<file path="src/rtl/pipe_ctrl_if.sv">
// Control bundle between the 5-stage datapath and pipe_ctrl.
// Carries bus-wait and stage status inputs, and per-stage stall/flush, redirect and CSR outputs.
interface pipe_ctrl_if #(
  parameter int WORD_ADDR_W = 30
);
  // datapath -> controller
  logic                   if_busy;
  logic                   mem_busy;
  logic                   ld_hazard;
  logic                   irq;
  logic                   mem_en;
  logic [WORD_ADDR_W-1:0] mem_pc;
  logic                   mem_br_flag;
  logic [2:0]             mem_exp_code;
  logic [1:0]             mem_ctrl_op;
  logic                   mem_wr_bit;

  // controller -> datapath
  logic                   if_stall;
  logic                   id_stall;
  logic                   ex_stall;
  logic                   mem_stall;
  logic                   if_flush;
  logic                   id_flush;
  logic                   ex_flush;
  logic                   mem_flush;
  logic [WORD_ADDR_W-1:0] new_pc;
  logic                   int_detect;
  logic [WORD_ADDR_W-1:0] epc;
  logic [2:0]             exp_code;
  logic                   int_en;

  modport master (
    output if_busy, mem_busy, ld_hazard, irq, mem_en, mem_pc,
           mem_br_flag, mem_exp_code, mem_ctrl_op, mem_wr_bit,
    input  if_stall, id_stall, ex_stall, mem_stall,
           if_flush, id_flush, ex_flush, mem_flush,
           new_pc, int_detect, epc, exp_code, int_en
  );

  modport slave (
    input  if_busy, mem_busy, ld_hazard, irq, mem_en, mem_pc,
           mem_br_flag, mem_exp_code, mem_ctrl_op, mem_wr_bit,
    output if_stall, id_stall, ex_stall, mem_stall,
           if_flush, id_flush, ex_flush, mem_flush,
           new_pc, int_detect, epc, exp_code, int_en
  );
endinterface

</file>
<file path="src/rtl/pipe_ctrl.sv">
// Pipeline controller: per-stage stall/flush generation, exception/interrupt entry and
// return sequencing, EPC/cause capture and the interrupt-enable register.
module pipe_ctrl #(
  parameter int                     WORD_ADDR_W = 30,
  parameter logic [WORD_ADDR_W-1:0] EXC_VECTOR  = 30'h0000_0010
) (
  input  logic       clk,
  input  logic       reset,
  pipe_ctrl_if.slave bus
);

  typedef enum logic {
    RUN     = 1'b0,
    HANDLER = 1'b1
  } state_t;

  localparam int STG_IF  = 0;
  localparam int STG_ID  = 1;
  localparam int STG_EX  = 2;
  localparam int STG_MEM = 3;

  localparam logic [1:0] OP_WRCR = 2'd1;
  localparam logic [1:0] OP_EXRT = 2'd2;

  state_t                 state_q, state_d;
  logic                   int_en_q, int_en_d;
  logic                   pre_int_en_q, pre_int_en_d;
  logic [WORD_ADDR_W-1:0] epc_q, epc_d;
  logic [2:0]             exp_code_q, exp_code_d;
  logic [1:0]             irq_sync_q, irq_sync_d;

  logic                   stall;
  logic                   exc;
  logic                   take_int;
  logic                   exrt;
  logic                   wrcr;
  logic                   int_detect;
  logic [3:0]             stall_vec;
  logic [3:0]             flush_vec;
  logic [WORD_ADDR_W-1:0] new_pc;
  logic [WORD_ADDR_W-1:0] trap_pc;

  // Interrupts are only takeable from RUN; the handler runs with them masked.
  assign int_detect = irq_sync_q[1] & int_en_q & (state_q == RUN);

  always_comb begin
    stall    = bus.if_busy | bus.mem_busy;
    exc      = bus.mem_en & (bus.mem_exp_code != 3'd0);
    take_int = int_detect & bus.mem_en & ~exc;
    exrt     = bus.mem_en & (bus.mem_ctrl_op == OP_EXRT) & ~exc;
    wrcr     = bus.mem_en & (bus.mem_ctrl_op == OP_WRCR) & ~exc;
    // A trap in a branch delay slot must resume at the branch itself.
    trap_pc  = bus.mem_br_flag ? (bus.mem_pc - WORD_ADDR_W'(1)) : bus.mem_pc;
  end

  always_comb begin
    stall_vec    = 4'b0000;
    flush_vec    = 4'b0000;
    new_pc       = EXC_VECTOR;
    state_d      = state_q;
    int_en_d     = int_en_q;
    pre_int_en_d = pre_int_en_q;
    epc_d        = epc_q;
    exp_code_d   = exp_code_q;

    if (stall) begin
      stall_vec = 4'b1111;
    end else if (exc | take_int) begin
      flush_vec  = 4'b1111;
      new_pc     = EXC_VECTOR;
      epc_d      = trap_pc;
      exp_code_d = exc ? bus.mem_exp_code : 3'd1;
      // Nested traps keep the enable that was in force before the first entry.
      if (state_q == RUN) begin
        pre_int_en_d = int_en_q;
      end
      int_en_d   = 1'b0;
      state_d    = HANDLER;
    end else if (exrt) begin
      flush_vec = 4'b1111;
      new_pc    = epc_q;
      int_en_d  = pre_int_en_q;
      state_d   = RUN;
    end else if (wrcr) begin
      int_en_d = bus.mem_wr_bit;
    end else if (bus.ld_hazard) begin
      stall_vec[STG_IF] = 1'b1;
      stall_vec[STG_ID] = 1'b1;
      flush_vec[STG_ID] = 1'b1;
    end
  end

  // The synchronizer runs independently of pipeline stalls.
  always_comb begin
    irq_sync_d = {irq_sync_q[0], bus.irq};
  end

  always_ff @(posedge clk or negedge reset) begin
    if (!reset) begin
      state_q      <= RUN;
      int_en_q     <= 1'b0;
      pre_int_en_q <= 1'b0;
      epc_q        <= '0;
      exp_code_q   <= 3'd0;
      irq_sync_q   <= 2'b00;
    end else begin
      state_q      <= state_d;
      int_en_q     <= int_en_d;
      pre_int_en_q <= pre_int_en_d;
      epc_q        <= epc_d;
      exp_code_q   <= exp_code_d;
      irq_sync_q   <= irq_sync_d;
    end
  end

  assign bus.if_stall   = stall_vec[STG_IF];
  assign bus.id_stall   = stall_vec[STG_ID];
  assign bus.ex_stall   = stall_vec[STG_EX];
  assign bus.mem_stall  = stall_vec[STG_MEM];
  assign bus.if_flush   = flush_vec[STG_IF];
  assign bus.id_flush   = flush_vec[STG_ID];
  assign bus.ex_flush   = flush_vec[STG_EX];
  assign bus.mem_flush  = flush_vec[STG_MEM];
  assign bus.new_pc     = new_pc;
  assign bus.int_detect = int_detect;
  assign bus.epc        = epc_q;
  assign bus.exp_code   = exp_code_q;
  assign bus.int_en     = int_en_q;

endmodule

</file>
<file path="src/flat_wrapper.sv">
// flat-port wrapper written by rule: the top's interface ports become plain ports
module pipe_ctrl_flat 
#(
  parameter int                     WORD_ADDR_W = 30,
  parameter logic [WORD_ADDR_W-1:0] EXC_VECTOR  = 30'h0000_0010
)
  (clk, reset, bus_if_busy, bus_mem_busy, bus_ld_hazard, bus_irq, bus_mem_en, bus_mem_pc, bus_mem_br_flag, bus_mem_exp_code, bus_mem_ctrl_op, bus_mem_wr_bit, bus_if_stall, bus_id_stall, bus_ex_stall, bus_mem_stall, bus_if_flush, bus_id_flush, bus_ex_flush, bus_mem_flush, bus_new_pc, bus_int_detect, bus_epc, bus_exp_code, bus_int_en);
  pipe_ctrl_if #(.WORD_ADDR_W(WORD_ADDR_W)) bus_i ();
  input  logic clk;
  input  logic reset;
  input wire logic [$bits(bus_i.if_busy)-1:0] bus_if_busy;
  input wire logic [$bits(bus_i.mem_busy)-1:0] bus_mem_busy;
  input wire logic [$bits(bus_i.ld_hazard)-1:0] bus_ld_hazard;
  input wire logic [$bits(bus_i.irq)-1:0] bus_irq;
  input wire logic [$bits(bus_i.mem_en)-1:0] bus_mem_en;
  input wire logic [$bits(bus_i.mem_pc)-1:0] bus_mem_pc;
  input wire logic [$bits(bus_i.mem_br_flag)-1:0] bus_mem_br_flag;
  input wire logic [$bits(bus_i.mem_exp_code)-1:0] bus_mem_exp_code;
  input wire logic [$bits(bus_i.mem_ctrl_op)-1:0] bus_mem_ctrl_op;
  input wire logic [$bits(bus_i.mem_wr_bit)-1:0] bus_mem_wr_bit;
  output wire logic [$bits(bus_i.if_stall)-1:0] bus_if_stall;
  output wire logic [$bits(bus_i.id_stall)-1:0] bus_id_stall;
  output wire logic [$bits(bus_i.ex_stall)-1:0] bus_ex_stall;
  output wire logic [$bits(bus_i.mem_stall)-1:0] bus_mem_stall;
  output wire logic [$bits(bus_i.if_flush)-1:0] bus_if_flush;
  output wire logic [$bits(bus_i.id_flush)-1:0] bus_id_flush;
  output wire logic [$bits(bus_i.ex_flush)-1:0] bus_ex_flush;
  output wire logic [$bits(bus_i.mem_flush)-1:0] bus_mem_flush;
  output wire logic [$bits(bus_i.new_pc)-1:0] bus_new_pc;
  output wire logic [$bits(bus_i.int_detect)-1:0] bus_int_detect;
  output wire logic [$bits(bus_i.epc)-1:0] bus_epc;
  output wire logic [$bits(bus_i.exp_code)-1:0] bus_exp_code;
  output wire logic [$bits(bus_i.int_en)-1:0] bus_int_en;
  assign bus_i.if_busy = bus_if_busy;
  assign bus_i.mem_busy = bus_mem_busy;
  assign bus_i.ld_hazard = bus_ld_hazard;
  assign bus_i.irq = bus_irq;
  assign bus_i.mem_en = bus_mem_en;
  assign bus_i.mem_pc = bus_mem_pc;
  assign bus_i.mem_br_flag = bus_mem_br_flag;
  assign bus_i.mem_exp_code = bus_mem_exp_code;
  assign bus_i.mem_ctrl_op = bus_mem_ctrl_op;
  assign bus_i.mem_wr_bit = bus_mem_wr_bit;
  assign bus_if_stall = bus_i.if_stall;
  assign bus_id_stall = bus_i.id_stall;
  assign bus_ex_stall = bus_i.ex_stall;
  assign bus_mem_stall = bus_i.mem_stall;
  assign bus_if_flush = bus_i.if_flush;
  assign bus_id_flush = bus_i.id_flush;
  assign bus_ex_flush = bus_i.ex_flush;
  assign bus_mem_flush = bus_i.mem_flush;
  assign bus_new_pc = bus_i.new_pc;
  assign bus_int_detect = bus_i.int_detect;
  assign bus_epc = bus_i.epc;
  assign bus_exp_code = bus_i.exp_code;
  assign bus_int_en = bus_i.int_en;
  pipe_ctrl #(.WORD_ADDR_W(WORD_ADDR_W), .EXC_VECTOR(EXC_VECTOR)) u_core (.clk(clk), .reset(reset), .bus(bus_i));
endmodule
</file>
<file path="config.mk">
export PLATFORM = sky130hd
export DESIGN_NAME = pipe_ctrl_flat
export DESIGN_NICKNAME = d
export VERILOG_FILES = /design/src/rtl/pipe_ctrl_if.sv /design/src/rtl/pipe_ctrl.sv /design/src/flat_wrapper.sv
export SDC_FILE = /design/constraint.sdc
export NUM_CORES = 1
export LEC_CHECK = 0
export ABC_AREA = 1
export CAP_MARGIN = 10
export CORE_UTILIZATION = 43
export DETAILED_ROUTE_END_ITERATION = 12
export GPL_TIMING_DRIVEN = 0
export PLACE_DENSITY_LB_ADDON = 0.05
export SYNTH_ARGS = -nofsm -noshare
export SYNTH_HDL_FRONTEND = slang
export SYNTH_SLANG_ARGS = --single-unit
</file>
<file path="constraint.sdc">
create_clock -name clk -period 2.3 [get_ports clk]
set_input_delay 0.575 -clock clk [delete_from_list [all_inputs] [get_ports clk]]
set_output_delay 0.575 -clock clk [all_outputs]
set_load 0.005 [all_outputs]
</file>
=== Word level (Yosys, flattened, before mapping) ===
Cells that the tools add are included.

* Reduce and logical (&&, ||, !) cells: 7
* Bitwise gates (word level): 14
* Mux-type cells: 23
* Add/sub/neg operators: 1
* Equality and inequality tests: 2

{| class="wikitable"
|+ Operators by type and width
! kind !! number
|-
| $mux 30 || 4
|-
| $sub 30x1->30 const B || 1
|-
| $mux 2 || 7
|-
| $and 1x1->1 || 9
|-
| $mux 1 || 9
|-
| $mux 4 || 2
|-
| $reduce_and 2->1 || 3
|-
| $reduce_bool 3->1 || 2
|-
| $mux 3 || 1
|-
| $not 1->1 || 3
|-
| $reduce_and 3->1 || 1
|-
| $eq 2x1->1 const B || 1
|-
| $eq 2x2->1 const B || 1
|-
| $or 1x1->1 || 2
|-
| $reduce_bool 2->1 || 1
|}

* Register bits: 38
* Logic and storage cells: 53
* Output and inout port bits: 73

=== Longest topological paths before layout ===
* Depth after elaboration: 8
* Depth in mapped cells: 11
* Gate-level depth less buffers: 11

=== Least setup slack after synthesis ===
Ideal clock, no wire load.

* Path type: input -> output
* From: input bus_mem_exp_code[1]
* To: output bus_new_pc[10]
* Data arrival time: 1.456 ns
* Required time: 1.725 ns
* Path buffers: 1
* Setup slack: 0.269 ns
* Cell stages on the path: 8
* Path through: nor2_1 > nand2_1 > o21ai_2 > inv_1 > nor2_2 > inv_2 > buf_6 > nor2_1

* Longest elaborated chain between the ends: 7
* Elaborated cells between the ends (all ways): 9
* Classes of those cells: 3 x mux; 5 x bitwise; 1 x reduce/logical

{| class="wikitable"
|+ Ends and longest elaborated chain
! element !! RTL line !! RTL
|-
| start, declared || flat_wrapper.sv:18 || <nowiki>input wire logic [$bits(bus_i.mem_exp_code)-1:0] bus_mem_exp_code;</nowiki>
|-
| $reduce_bool 3->1 * || pipe_ctrl.sv:48 || <nowiki>exc = bus.mem_en & (bus.mem_exp_code != 3'd0);</nowiki>
|-
| $and 1x1->1 * || pipe_ctrl.sv:48 ||
|-
| $not 1->1 || pipe_ctrl.sv:49, pipe_ctrl.sv:50 ||
|-
| $and 1x1->1 (on tied branches) || pipe_ctrl.sv:50, pipe_ctrl.sv:49 ||
|-
| $mux 30 or $or 1x1->1 (tied branches) || pipe_ctrl.sv:79, pipe_ctrl.sv:68 ||
|-
| $mux 30 * || pipe_ctrl.sv:68 || <nowiki>end else if (exc | take_int) begin</nowiki>
|-
| $mux 30 * || pipe_ctrl.sv:66 || <nowiki>if (stall) begin</nowiki>
|-
| end, declared || flat_wrapper.sv:29 || <nowiki>output wire logic [$bits(bus_i.new_pc)-1:0] bus_new_pc;</nowiki>
|}

Mark *: on every way between the ends. The rest lies on a longest branch, timed or not.

=== Final worst setup path ===
* From: register u_core.int_en_q, in the netlist u_core.bus.int_en
* To: output bus_new_pc[18]

* Longest elaborated chain between the ends: 7

{| class="wikitable"
|+ Ends and longest elaborated chain
! element !! RTL line !! RTL
|-
| start, declared || pipe_ctrl.sv:26 || <nowiki>logic int_en_q, int_en_d;</nowiki>
|-
| start signal, assigned || pipe_ctrl.sv:108 || <nowiki>int_en_q <= int_en_d;</nowiki>
|-
| $and 1x1->1 (2 in a row) || pipe_ctrl.sv:44 || <nowiki>assign int_detect = irq_sync_q[1] & int_en_q & (state_q == RUN);</nowiki>
|-
| $and 1x1->1 (2 in a row) || pipe_ctrl.sv:49 || <nowiki>take_int = int_detect & bus.mem_en & ~exc;</nowiki>
|-
| $or 1x1->1 || pipe_ctrl.sv:68 ||
|-
| $mux 30 || pipe_ctrl.sv:68 ||
|-
| $mux 30 || pipe_ctrl.sv:66 ||
|}

No other way between the ends.

==> results.md <==
* Area of the placeable core at 0.00606 mm^2
* Number of cells on the worst reg-to-reg path at 17
* Count of mapped cells out of synthesis at 442
* Largest fanout of any net on the critical path at 5
* Violations in the final reports: setup timing
* I/O pin total at 117
* Setup repair after global routing missed its margin: true
* Commonest non-fill, non-tap cell in the layout: nand2_1
* Fin nets at 643
* Hold buffer count at cts at 0
* Starting Density at 45.7%
* Final standard cell count with taps included and fillers excluded at 674
* Number of instances in the placed design at 633
* GRT Resource Usage Total at 32.1%
* Origin of the critical flop-to-flop path: u_core.bus.int_en
* Number of antenna violations at the first check in global routing at 0
* Total wirelength of the detailed-routed design at 10700 um
* Power, Total at 2200 uW
* Result of the run: complete, but fails checks
* Number of cells on the worst hold path at 0
* Sum of negative setup slack at -1080 ps
* Fraction of power spent switching nets at 31.8%
* Reported net switching power at 701 uW
* Post-DR vias/cell at 5.23
* # setup viols final at 29
* DRC at 0
* Highest clock frequency the design can meet at 419 MHz
* Yosys warns at 0
* Via count of the first global-routing pass at 3389
* Post-route clock period utilization at 104%
* Floorplan die width at 82.3 um
* Clock network latency to the later pin of the worst-skew pair at 310 ps
* Transition time at the pin with the least slew margin at 887 ps
* Wire length of the first global-routing pass at 16000 um
* Met3 track demand over resource at 7.25%
* Number of H-tree branching levels at 2
* Number of diodes at 0
* Period minus WS final at 2390 ps
* Endpoint of the worst setup timing path: bus_new_pc[18]
* Critical path capture point type: output pin
* DPL Wire Length at 6940 um
* Number of antenna-violating nets in the routed design at 0
* Seq/Total Area, Yosys at 34.3%
* Iteration-0 DRC count of the detailed router at 177
* CTS clk-pin slew, worst paths at 90 ps
* Static leakage at 0.00211 uW
* Sequential Power Share at 40.2%
* Synth top area cells: dfrtp_1 34%, nand2_1 20%, nor2_1 12%, nand3_1 7.2%, inv_1 6.5%
* Leading cell types in the layout, fill and taps excluded: 141 x nand2_1, 71 x clkdlybuf4s50_1, 65 x nor2_1
* Relative contribution of combinational cells to total power at 32.4%
* Critical path start-end classification: flop to output pin
* Met1 global-route usage at 35.7%
* Reg-to-reg critical path endpoint: u_core.bus.int_en
* Internal portion of total power at 1500 uW
* Worst path setup slack after routing at -88.0 ps
* Growth of design area from synthesis to finish at 63.0%
* Critical path launch point type: flop
* Wire length per cell after detailed routing at 15.8 um
* Clock buffer count from CTS at 5
* Number of iterations in the first detailed-routing pass at 5
* Crit path required time at 1730 ps
* Mapped cell area at 0.00277 mm^2
* Met2 track demand over resource in global routing at 58.6%
* Largest net degree at the start of global routing at 39
* Arr. time, crit path at 1810 ps
* Max clock buf depth at 2
* R2R Setup Slk at -10 ps
* Clock tree sinks at 38
* Total vias in the final route at 3527
* Max-cap check violation count at 0
* Number of fill cells at 458
* Number of unique standard cell types used by synthesis at 29
* Row cnt at 28
* Mean Syn Cell Area at 6.27 um^2
* Synthesized Nets at 487
* Proportion of netlist area held by the largest area contributor at 34.3%
* Clock tree from TritonCTS: done
* Final Hold Vio Count at 0
* PwrDens at 488 mW/mm^2
* Fraction of power consumed by the clock network at 27.4%
* Beginning of the critical path: u_core.bus.int_en
* Chip Height at 82.3 um
* Overflow left after global routing at 0
* Busiest layer in global routing: met2
* Max IR drop VDD at 0.315 mV
* Clock Root Buffer: clkbuf_8
* Clock Skew at 12.5 ps
* Synth area leader: dfrtp_1
* Relative slew slack at 40.9%
* Quantity of I/O buffers inserted on ports at 116
* Full die area at 0.00677 mm^2
* Routability-driven placement congestion ratio at 0.874
* Number of pins with negative max-slew slack in the final report at 0
* Number of storage elements in the synthesis netlist at 38
* Worst hold path class: flop to flop
* Layout cells sized above 1 at 25.9%
## synthesized netlist by cell type, drive strengths merged
cell / number
ha: 1
or2: 2
a31oi: 5
dfrtp: 38
nand2: 153
xor2: 4
nand3: 42
inv: 52
o21bai: 2
buf: 15
nor2: 95
nand3b: 1
nor3: 3
o211ai: 1
o21ai: 20
nand4: 8
## routing by layer
metal	share of wire, %	routed length [um]	vias to the layer above
li1	-	-	1685
met1	39	4120	1608
met2	50	5340	200
met3	8.0	852	34
met4	3.2	345	0
met5	0	0	-
## stage by stage
| stage | worst slack (ps) | utilization (%) | hold WS [ps] | instance area, um^2 |
|---|---|---|---|---|
| after floorplan | 269 | - | 279 | 2770 |
| after global placement | -790 | 66.4 | 337 | 4030 |
| after detailed placement | -833 | 66.4 | 350 | 4020 |
| after CTS | -19.7 | 72.8 | 369 | 4410 |
| after global routing | -149 | 74.5 | 371 | 4520 |
| final | -88.0 | 74.5 | 368 | 4520 |
## critical path: stages (launching register included)
cell       delay [ps]
dfrtp_1           430
nand2_2           100
nor2_4             50
o21ai_4           190
inv_2              70
nor2_4            110
inv_2              70
buf_12            140
clkbuf_16         160
nor2_4             70
buf_2             110
## cells by family after synthesis
kind of cell	count (synthesis)	synth area share (%)
DFF	38	34.3
and+or+nand+nor	304	47.0
adders and majority gates	1	0.451
AOI/OAI and AO/OA	28	5.96
xor gates and xnor gates	4	1.26
buffers and inverters	67	11.1
## state kept, by name, indices dropped and copies added (netlist names)
signal               cells
u_core.bus.epc          30
u_core.bus.exp_code      3
u_core.irq_sync_q        2
u_core.bus.int_en        1
u_core.pre_int_en_q      1
u_core.state_q           1
## worst min path at each step
stage,slack [ps],end,from
after floorplan,280,u_core.bus.epc[0],reset
after global placement,340,u_core.irq_sync_q[1],u_core.irq_sync_q[0]
after detailed placement,350,u_core.irq_sync_q[1],u_core.irq_sync_q[0]
after CTS,370,u_core.irq_sync_q[1],u_core.irq_sync_q[0]
after global routing,370,u_core.irq_sync_q[1],u_core.irq_sync_q[0]
final,370,u_core.irq_sync_q[1],u_core.irq_sync_q[0]
## power by group through the flow
stage | clock [uW] | sequential, uW | combinational (uW)
after floorplan | 0 | 885 | 217
after global placement | 0 | 880 | 606
after detailed placement | 0 | 885 | 621
after CTS | 607 | 875 | 676
after global routing | 629 | 900 | 781
final | 604 | 886 | 714
## final cells by class
| type | instances | area (um^2) | share of cell area, % |
|---|---|---|---|
| Sequential cell | 38 | 951 | 21.1 |
| Tap cell | 75 | 93.8 | 2.08 |
| Multi-Input combinational cell | 337 | 1730 | 38.2 |
| Clock inverter | 3 | 45.0 | 0.997 |
| Timing Repair Buffer | 150 | 1310 | 28.9 |
| Buffer | 14 | 125 | 2.77 |
| Inverter | 52 | 200 | 4.43 |
| Clock buffer | 5 | 68.8 | 1.52 |
## what timing repair did
item / in CTS / in global routing
cloned: 2 / 1
setup endpoints to repair: 38 / 40
pin swaps: 21 / 12
setup buffers: 33 / 2
resized for setup: 199 / 45
Power figures use the tool's default switching activity.
